### src/rtl/controller_serial_reader_if.sv
// Controller-side and CPU-side signals of the serial gamepad reader.
// The reader owns the master modport; the system (pads and CPU registers) uses slave.
interface controller_serial_reader_if #(
  parameter int NUM_CONTROLLERS = 2
);
  logic                         controller_start_fetch;
  logic                         controller_latch;
  logic                         controller_clk_out_enable;
  logic [NUM_CONTROLLERS-1:0]   controller_data_in_B;
  logic [8*NUM_CONTROLLERS-1:0] buttons_out;
  logic [8*NUM_CONTROLLERS-1:0] pressed_out;
  logic [8*NUM_CONTROLLERS-1:0] released_out;
  logic                         frame_valid;
  logic                         busy;

  modport master (
    input  controller_start_fetch,
    input  controller_data_in_B,
    output controller_latch,
    output controller_clk_out_enable,
    output buttons_out,
    output pressed_out,
    output released_out,
    output frame_valid,
    output busy
  );

  modport slave (
    output controller_start_fetch,
    output controller_data_in_B,
    input  controller_latch,
    input  controller_clk_out_enable,
    input  buttons_out,
    input  pressed_out,
    input  released_out,
    input  frame_valid,
    input  busy
  );
endinterface

### src/rtl/controller_serial_reader.sv
// Once-per-frame NES-style serial pad reader: latch, shift 8 bits per pad,
// then commit all button bytes and press/release edge flags on one edge.
module controller_serial_reader #(
  parameter int NUM_CONTROLLERS = 2,
  parameter int LATCH_CYCLES    = 2
) (
  input  logic                        controller_clk_in,
  input  logic                        rst_B,
  controller_serial_reader_if.master  bus
);
  localparam int          BW         = 8 * NUM_CONTROLLERS;
  localparam logic [3:0]  LATCH_LAST = 4'(LATCH_CYCLES - 1);
  localparam logic [3:0]  SHIFT_LAST = 4'd7;

  typedef enum logic [1:0] {IDLE, LATCH, SHIFT, DONE} state_t;

  state_t          state, state_nxt;
  logic [3:0]      cnt, cnt_nxt;
  logic            start_prev;
  logic            start_evt;
  logic            shift_en;
  logic            commit;

  logic [BW-1:0]   shift_p0;
  logic [BW-1:0]   buttons_p1;
  logic [BW-1:0]   pressed_p1;
  logic [BW-1:0]   released_p1;

  assign start_evt = bus.controller_start_fetch & ~start_prev;

  always_ff @(posedge controller_clk_in) begin
    if (!rst_B) begin
      state      <= IDLE;
      cnt        <= '0;
      start_prev <= 1'b0;
    end else begin
      state      <= state_nxt;
      cnt        <= cnt_nxt;
      start_prev <= bus.controller_start_fetch;
    end
  end

  always_comb begin
    state_nxt = state;
    cnt_nxt   = cnt;
    case (state)
      IDLE: begin
        if (start_evt) begin
          state_nxt = LATCH;
          cnt_nxt   = '0;
        end
      end
      LATCH: begin
        if (cnt == LATCH_LAST) begin
          state_nxt = SHIFT;
          cnt_nxt   = '0;
        end else begin
          cnt_nxt   = cnt + 4'd1;
        end
      end
      SHIFT: begin
        if (cnt == SHIFT_LAST) begin
          state_nxt = DONE;
        end else begin
          cnt_nxt   = cnt + 4'd1;
        end
      end
      DONE: begin
        state_nxt = IDLE;
      end
      default: begin
        state_nxt = IDLE;
      end
    endcase
  end

  // The last shift cycle samples without clocking, so the pads see exactly 7 pulses.
  always_comb begin
    bus.controller_latch          = 1'b0;
    bus.controller_clk_out_enable = 1'b0;
    bus.frame_valid               = 1'b0;
    bus.busy                      = (state != IDLE);
    shift_en                      = 1'b0;
    commit                        = 1'b0;
    case (state)
      LATCH: bus.controller_latch = 1'b1;
      SHIFT: begin
        shift_en                      = 1'b1;
        bus.controller_clk_out_enable = (cnt != SHIFT_LAST);
      end
      DONE: begin
        bus.frame_valid = 1'b1;
        commit          = 1'b1;
      end
      default: ;
    endcase
  end

  // Stage p0: serial capture, first bit (A) ends up in bit 7 of each byte
  always_ff @(posedge controller_clk_in) begin
    if (shift_en) begin
      for (int i = 0; i < NUM_CONTROLLERS; i++) begin
        shift_p0[8*i +: 8] <= {shift_p0[8*i +: 7], ~bus.controller_data_in_B[i]};
      end
    end
  end

  // Stage p1: atomic commit of all bytes and their edge flags
  always_ff @(posedge controller_clk_in) begin
    if (!rst_B) begin
      buttons_p1  <= '0;
      pressed_p1  <= '0;
      released_p1 <= '0;
    end else if (commit) begin
      buttons_p1  <= shift_p0;
      pressed_p1  <= shift_p0 & ~buttons_p1;
      released_p1 <= ~shift_p0 & buttons_p1;
    end
  end

  assign bus.buttons_out  = buttons_p1;
  assign bus.pressed_out  = pressed_p1;
  assign bus.released_out = released_p1;
endmodule

### src/flat_wrapper.sv
// flat-port wrapper written by rule: the top's interface ports become plain ports
module controller_serial_reader_flat 
#(
  parameter int NUM_CONTROLLERS = 2,
  parameter int LATCH_CYCLES    = 2
)
  (controller_clk_in, rst_B, bus_controller_start_fetch, bus_controller_data_in_B, bus_controller_latch, bus_controller_clk_out_enable, bus_buttons_out, bus_pressed_out, bus_released_out, bus_frame_valid, bus_busy);
  controller_serial_reader_if #(.NUM_CONTROLLERS(NUM_CONTROLLERS)) bus_i ();
  input  logic controller_clk_in;
  input  logic rst_B;
  input wire logic [$bits(bus_i.controller_start_fetch)-1:0] bus_controller_start_fetch;
  input wire logic [$bits(bus_i.controller_data_in_B)-1:0] bus_controller_data_in_B;
  output wire logic [$bits(bus_i.controller_latch)-1:0] bus_controller_latch;
  output wire logic [$bits(bus_i.controller_clk_out_enable)-1:0] bus_controller_clk_out_enable;
  output wire logic [$bits(bus_i.buttons_out)-1:0] bus_buttons_out;
  output wire logic [$bits(bus_i.pressed_out)-1:0] bus_pressed_out;
  output wire logic [$bits(bus_i.released_out)-1:0] bus_released_out;
  output wire logic [$bits(bus_i.frame_valid)-1:0] bus_frame_valid;
  output wire logic [$bits(bus_i.busy)-1:0] bus_busy;
  assign bus_i.controller_start_fetch = bus_controller_start_fetch;
  assign bus_i.controller_data_in_B = bus_controller_data_in_B;
  assign bus_controller_latch = bus_i.controller_latch;
  assign bus_controller_clk_out_enable = bus_i.controller_clk_out_enable;
  assign bus_buttons_out = bus_i.buttons_out;
  assign bus_pressed_out = bus_i.pressed_out;
  assign bus_released_out = bus_i.released_out;
  assign bus_frame_valid = bus_i.frame_valid;
  assign bus_busy = bus_i.busy;
  controller_serial_reader #(.NUM_CONTROLLERS(NUM_CONTROLLERS), .LATCH_CYCLES(LATCH_CYCLES)) u_core (.controller_clk_in(controller_clk_in), .rst_B(rst_B), .bus(bus_i));
endmodule
### config.mk
export PLATFORM = sky130hd
export DESIGN_NAME = controller_serial_reader_flat
export DESIGN_NICKNAME = d
export VERILOG_FILES = /design/src/rtl/controller_serial_reader_if.sv /design/src/rtl/controller_serial_reader.sv /design/src/flat_wrapper.sv
export SDC_FILE = /design/constraint.sdc
export NUM_CORES = 1
export LEC_CHECK = 0
export ABC_AREA = 0
export CORE_MARGIN = 2
export CORE_UTILIZATION = 30
export DETAILED_ROUTE_END_ITERATION = 16
export SLEW_MARGIN = 20
export SYNTH_ARGS = -nofsm -noshare
export SYNTH_HDL_FRONTEND = slang
export SYNTH_SLANG_ARGS = --single-unit
### constraint.sdc
create_clock -name controller_clk_in -period 5.7 [get_ports controller_clk_in]
set_input_delay 0.57 -clock controller_clk_in [delete_from_list [all_inputs] [get_ports controller_clk_in]]
set_output_delay 0.57 -clock controller_clk_in [all_outputs]
set_load 0.01 [all_outputs]
==> impl_metrics.env <==
export IMPL_reg2reg_slack_ps=3440
export IMPL_cts_setup_buffers=0
export IMPL_period_share_pct=54.3
export IMPL_path_delay_family="buffers and inverters"
export IMPL_dieArea_mm2=0.0105
export IMPL_drc=0
export IMPL_seq_area_frac_synth_pct=54.1
export IMPL_crit_start="u_core.state[0]$_SDFFE_PN0P_"
export IMPL_cap_viol_max_count=0
export IMPL_die_y_um=103
export IMPL_clkPwrFrac_pct=33.9
export IMPL_dr_pass1_iters=4
export IMPL_start_kind="flip-flop"
export IMPL_yosys_top_cells_area="dfxtp_1, edfxtp_1, mux2i_1, nand3b_1, a21boi_0"
export IMPL_yosysTopAreaCellShare_pct=37.7
export IMPL_diodes=0
export IMPL_h_tree_depth=3
export IMPL_coreArea_mm2=0.00959
export IMPL_post_dp_hpwl_mm=3.39
export IMPL_fin_util_pct=39.6
export IMPL_r2r_end="u_core.cnt[3]$_SDFFE_PN0P_"
export IMPL_worstReg2RegStart="u_core.state[0]$_SDFFE_PN0P_"
export IMPL_path_buf_inv=3
export IMPL_setup_viol=0
export IMPL_relSlewSlack_pct=40.8
export IMPL_clk_latency_ps=340
export IMPL_hold_violations=0
export IMPL_hold_class="reg -> reg"
export IMPL_period_needed_ps=3090
export IMPL_leakage_nw=1.21
export IMPL_grt_pass1_vias=1948
export IMPL_max_clock_freq_mhz=323
export IMPL_grt_pass1_wl_mm=9.03
export IMPL_post_synth_cell_area_avg_um2=10.4
export IMPL_cp_end_kind="output port"
export IMPL_path_class="reg -> out"
export IMPL_rsz0062_at_grt="false"
export IMPL_ioPinCount=57
export IMPL_syn_inst=280
export IMPL_maxSlewViolCount=0
export IMPL_grt_overflow=0
export IMPL_tns_ps=0
export IMPL_place_gp_congestion=0.739
export IMPL_combPwrFrac_pct=17.7
export IMPL_syn_cell_area_mm2=0.00292
export IMPL_antenna_found_initial=0
export IMPL_fin_worst_skew_ps=5.86
export IMPL_synth_net_count=292
export IMPL_worstPathRequired_ps=5130
export IMPL_post_drt_wl_per_cell_um=11.3
export IMPL_ir_drop_v=0.000185
export IMPL_rows=36
export IMPL_routed_wl_mm=5.33
export IMPL_min_to="u_core.bus.pressed_out[8]$_SDFFE_PN0P_"
export IMPL_worst_slack_ps=2610
export IMPL_grt_start_max_net_pins=86
export IMPL_drtAntennaViolNets=0
export IMPL_arrival_ps=2520
export IMPL_switchingPower_w=0.000340
export IMPL_pre_cts_slack_ps=2870
export IMPL_cts_hold_buf=0
export IMPL_r2r_cells=6
export IMPL_slowest_delay_ps=750
export IMPL_cts_root_buffer="clkbuf_8"
export IMPL_start_util_pct=30.5
export IMPL_drtIter0Drc=59
export IMPL_synth_distinct_cells=31
export IMPL_status="finished, final reports clean"
export IMPL_p_sw_share_pct=26.9
export IMPL_holdCritStartpoint="u_core.bus.pressed_out[8]$_SDFFE_PN0P_"
export IMPL_ctsResizeCount=0
export IMPL_slowest_stage="ha_1"
export IMPL_cpMostUsedCell="inv_1"
export IMPL_dieWidth_um=103
export IMPL_cp_max_fo=20
export IMPL_vias=2019
export IMPL_area_growth_pct=30.0
export IMPL_via_per_inst=4.30
export IMPL_drive_gt1_share_pct=6.53
export IMPL_cts_tree="done"
export IMPL_ys_ff_latch=71
export IMPL_yosysTopAreaCell="dfxtp_1"
export IMPL_nets=344
export IMPL_layout_common_cells="clkdlybuf4s50_1, dfxtp_1, inv_1"
export IMPL_yosys_warnings=0
export IMPL_path_clk_slew_ps=70
export IMPL_worst_pin_slew_ps=888
export IMPL_path_cells="inv_1 -> ha_1 -> inv_1 -> a31oi_1 -> clkdlybuf4s50_1"
export IMPL_track_usage_pct=11.0
export IMPL_cts_buffers=9
export IMPL_clk_path_buf_depth=2
export IMPL_portBuffers=56
export IMPL_pwr_share_seq_pct=48.5
export IMPL_cts_sinks=71
export IMPL_internal_power_w=0.000921
export IMPL_power_density_mw_per_mm2=332
export IMPL_hold_depth=2
-- flip-flops by register name (all words and copies together) (netlist names) --
signal and cells:
u_core.bus.buttons_out 16, u_core.bus.pressed_out 16, u_core.bus.released_out 16, u_core.cnt 4, u_core.shift_p0 16, u_core.start_prev 1, u_core.state 2
-- worst reg2reg max path, cell delays in order, from the launching register on --
cell and delay [ps]:
dfxtp_1 360, inv_1 120, ha_1 750, o21ai_0 210
a31oi_1 390, a221oi_1 160, o22ai_1 200
-- worst max-delay path by stage --
stage	endpoint	slack [ps]	cells past startpoint
floorplan	bus_controller_clk_out_enable	3780	4
global placement	bus_controller_clk_out_enable	2990	5
detailed placement	bus_controller_clk_out_enable	2870	5
CTS	bus_controller_clk_out_enable	2500	5
global route	bus_controller_clk_out_enable	2360	5
finish	bus_controller_clk_out_enable	2610	5
-- through the flow --
stage	hold WS (ps)	cells	cell area, um2	power, W
detailed placement	477	454	3590	0.000849
floorplan	456	280	2920	0.000758
global placement	472	454	3590	0.000845
CTS	487	470	3800	0.00128
finish	481	470	3800	0.00126
global route	502	470	3800	0.00133
-- power by group through the flow --
stage	clock network, W	registers, W	logic [W]
after CTS	0.000445	0.000612	0.000228
after floorplan	0	0.000616	0.000142
after global placement	0	0.000622	0.000223
final	0.000427	0.000611	0.000223
after global routing	0.000464	0.000620	0.000249
after detailed placement	0	0.000623	0.000227
-- layout make-up --
class                           count  area [um2]
Fill cell                         957        5800
Inverter                           25        93.8
Sequential cell                    71        1580
Clock buffer                        9         124
Tap cell                          133         166
Timing Repair Buffer               56         556
Clock inverter                      7        87.6
Multi-Input combinational cell    169        1190
-- routing by layer --
metal  share of wire, %  wire (um)  GRT usage (%)  vias to the layer above
li1                   -          -              -                     1047
met1                 46       2460           13.2                      925
met2                 47       2510           17.7                       39
met3                5.3        283           4.68                        8
met4                1.4         75           4.00                        0
met5                  0          0              0                        -
-- cells in the mapped netlist, drive strengths merged --
cell type	count
dfxtp	55
inv	25
nand2	24
a21boi	18
mux2i	18
nand3b	18
and2	17
nand2b	17
o22ai	17
edfxtp	16
nor2b	16
buf	9
ha	7
clkbuf	6
o21ai	3
a31oi	2
nor2	2
a2111oi	1
a211o	1
a211oi	1
a21oi	1
a221o	1
a221oi	1
and3	1
and4b	1
nand3	1
nand4b	1
-- logic make-up after synthesis --
kind of cell | count (synthesis) | share of synthesized area, %
AO/OA/AOI/OAI | 46 | 11.0
adder cells (fa/ha/maj) | 7 | 3.00
buffers and inverters | 40 | 5.61
flip-flops | 71 | 54.1
multiplexers | 18 | 6.17
AND/OR/NAND/NOR | 98 | 20.0
No activity file was read; power rests on OpenSTA's default activity.
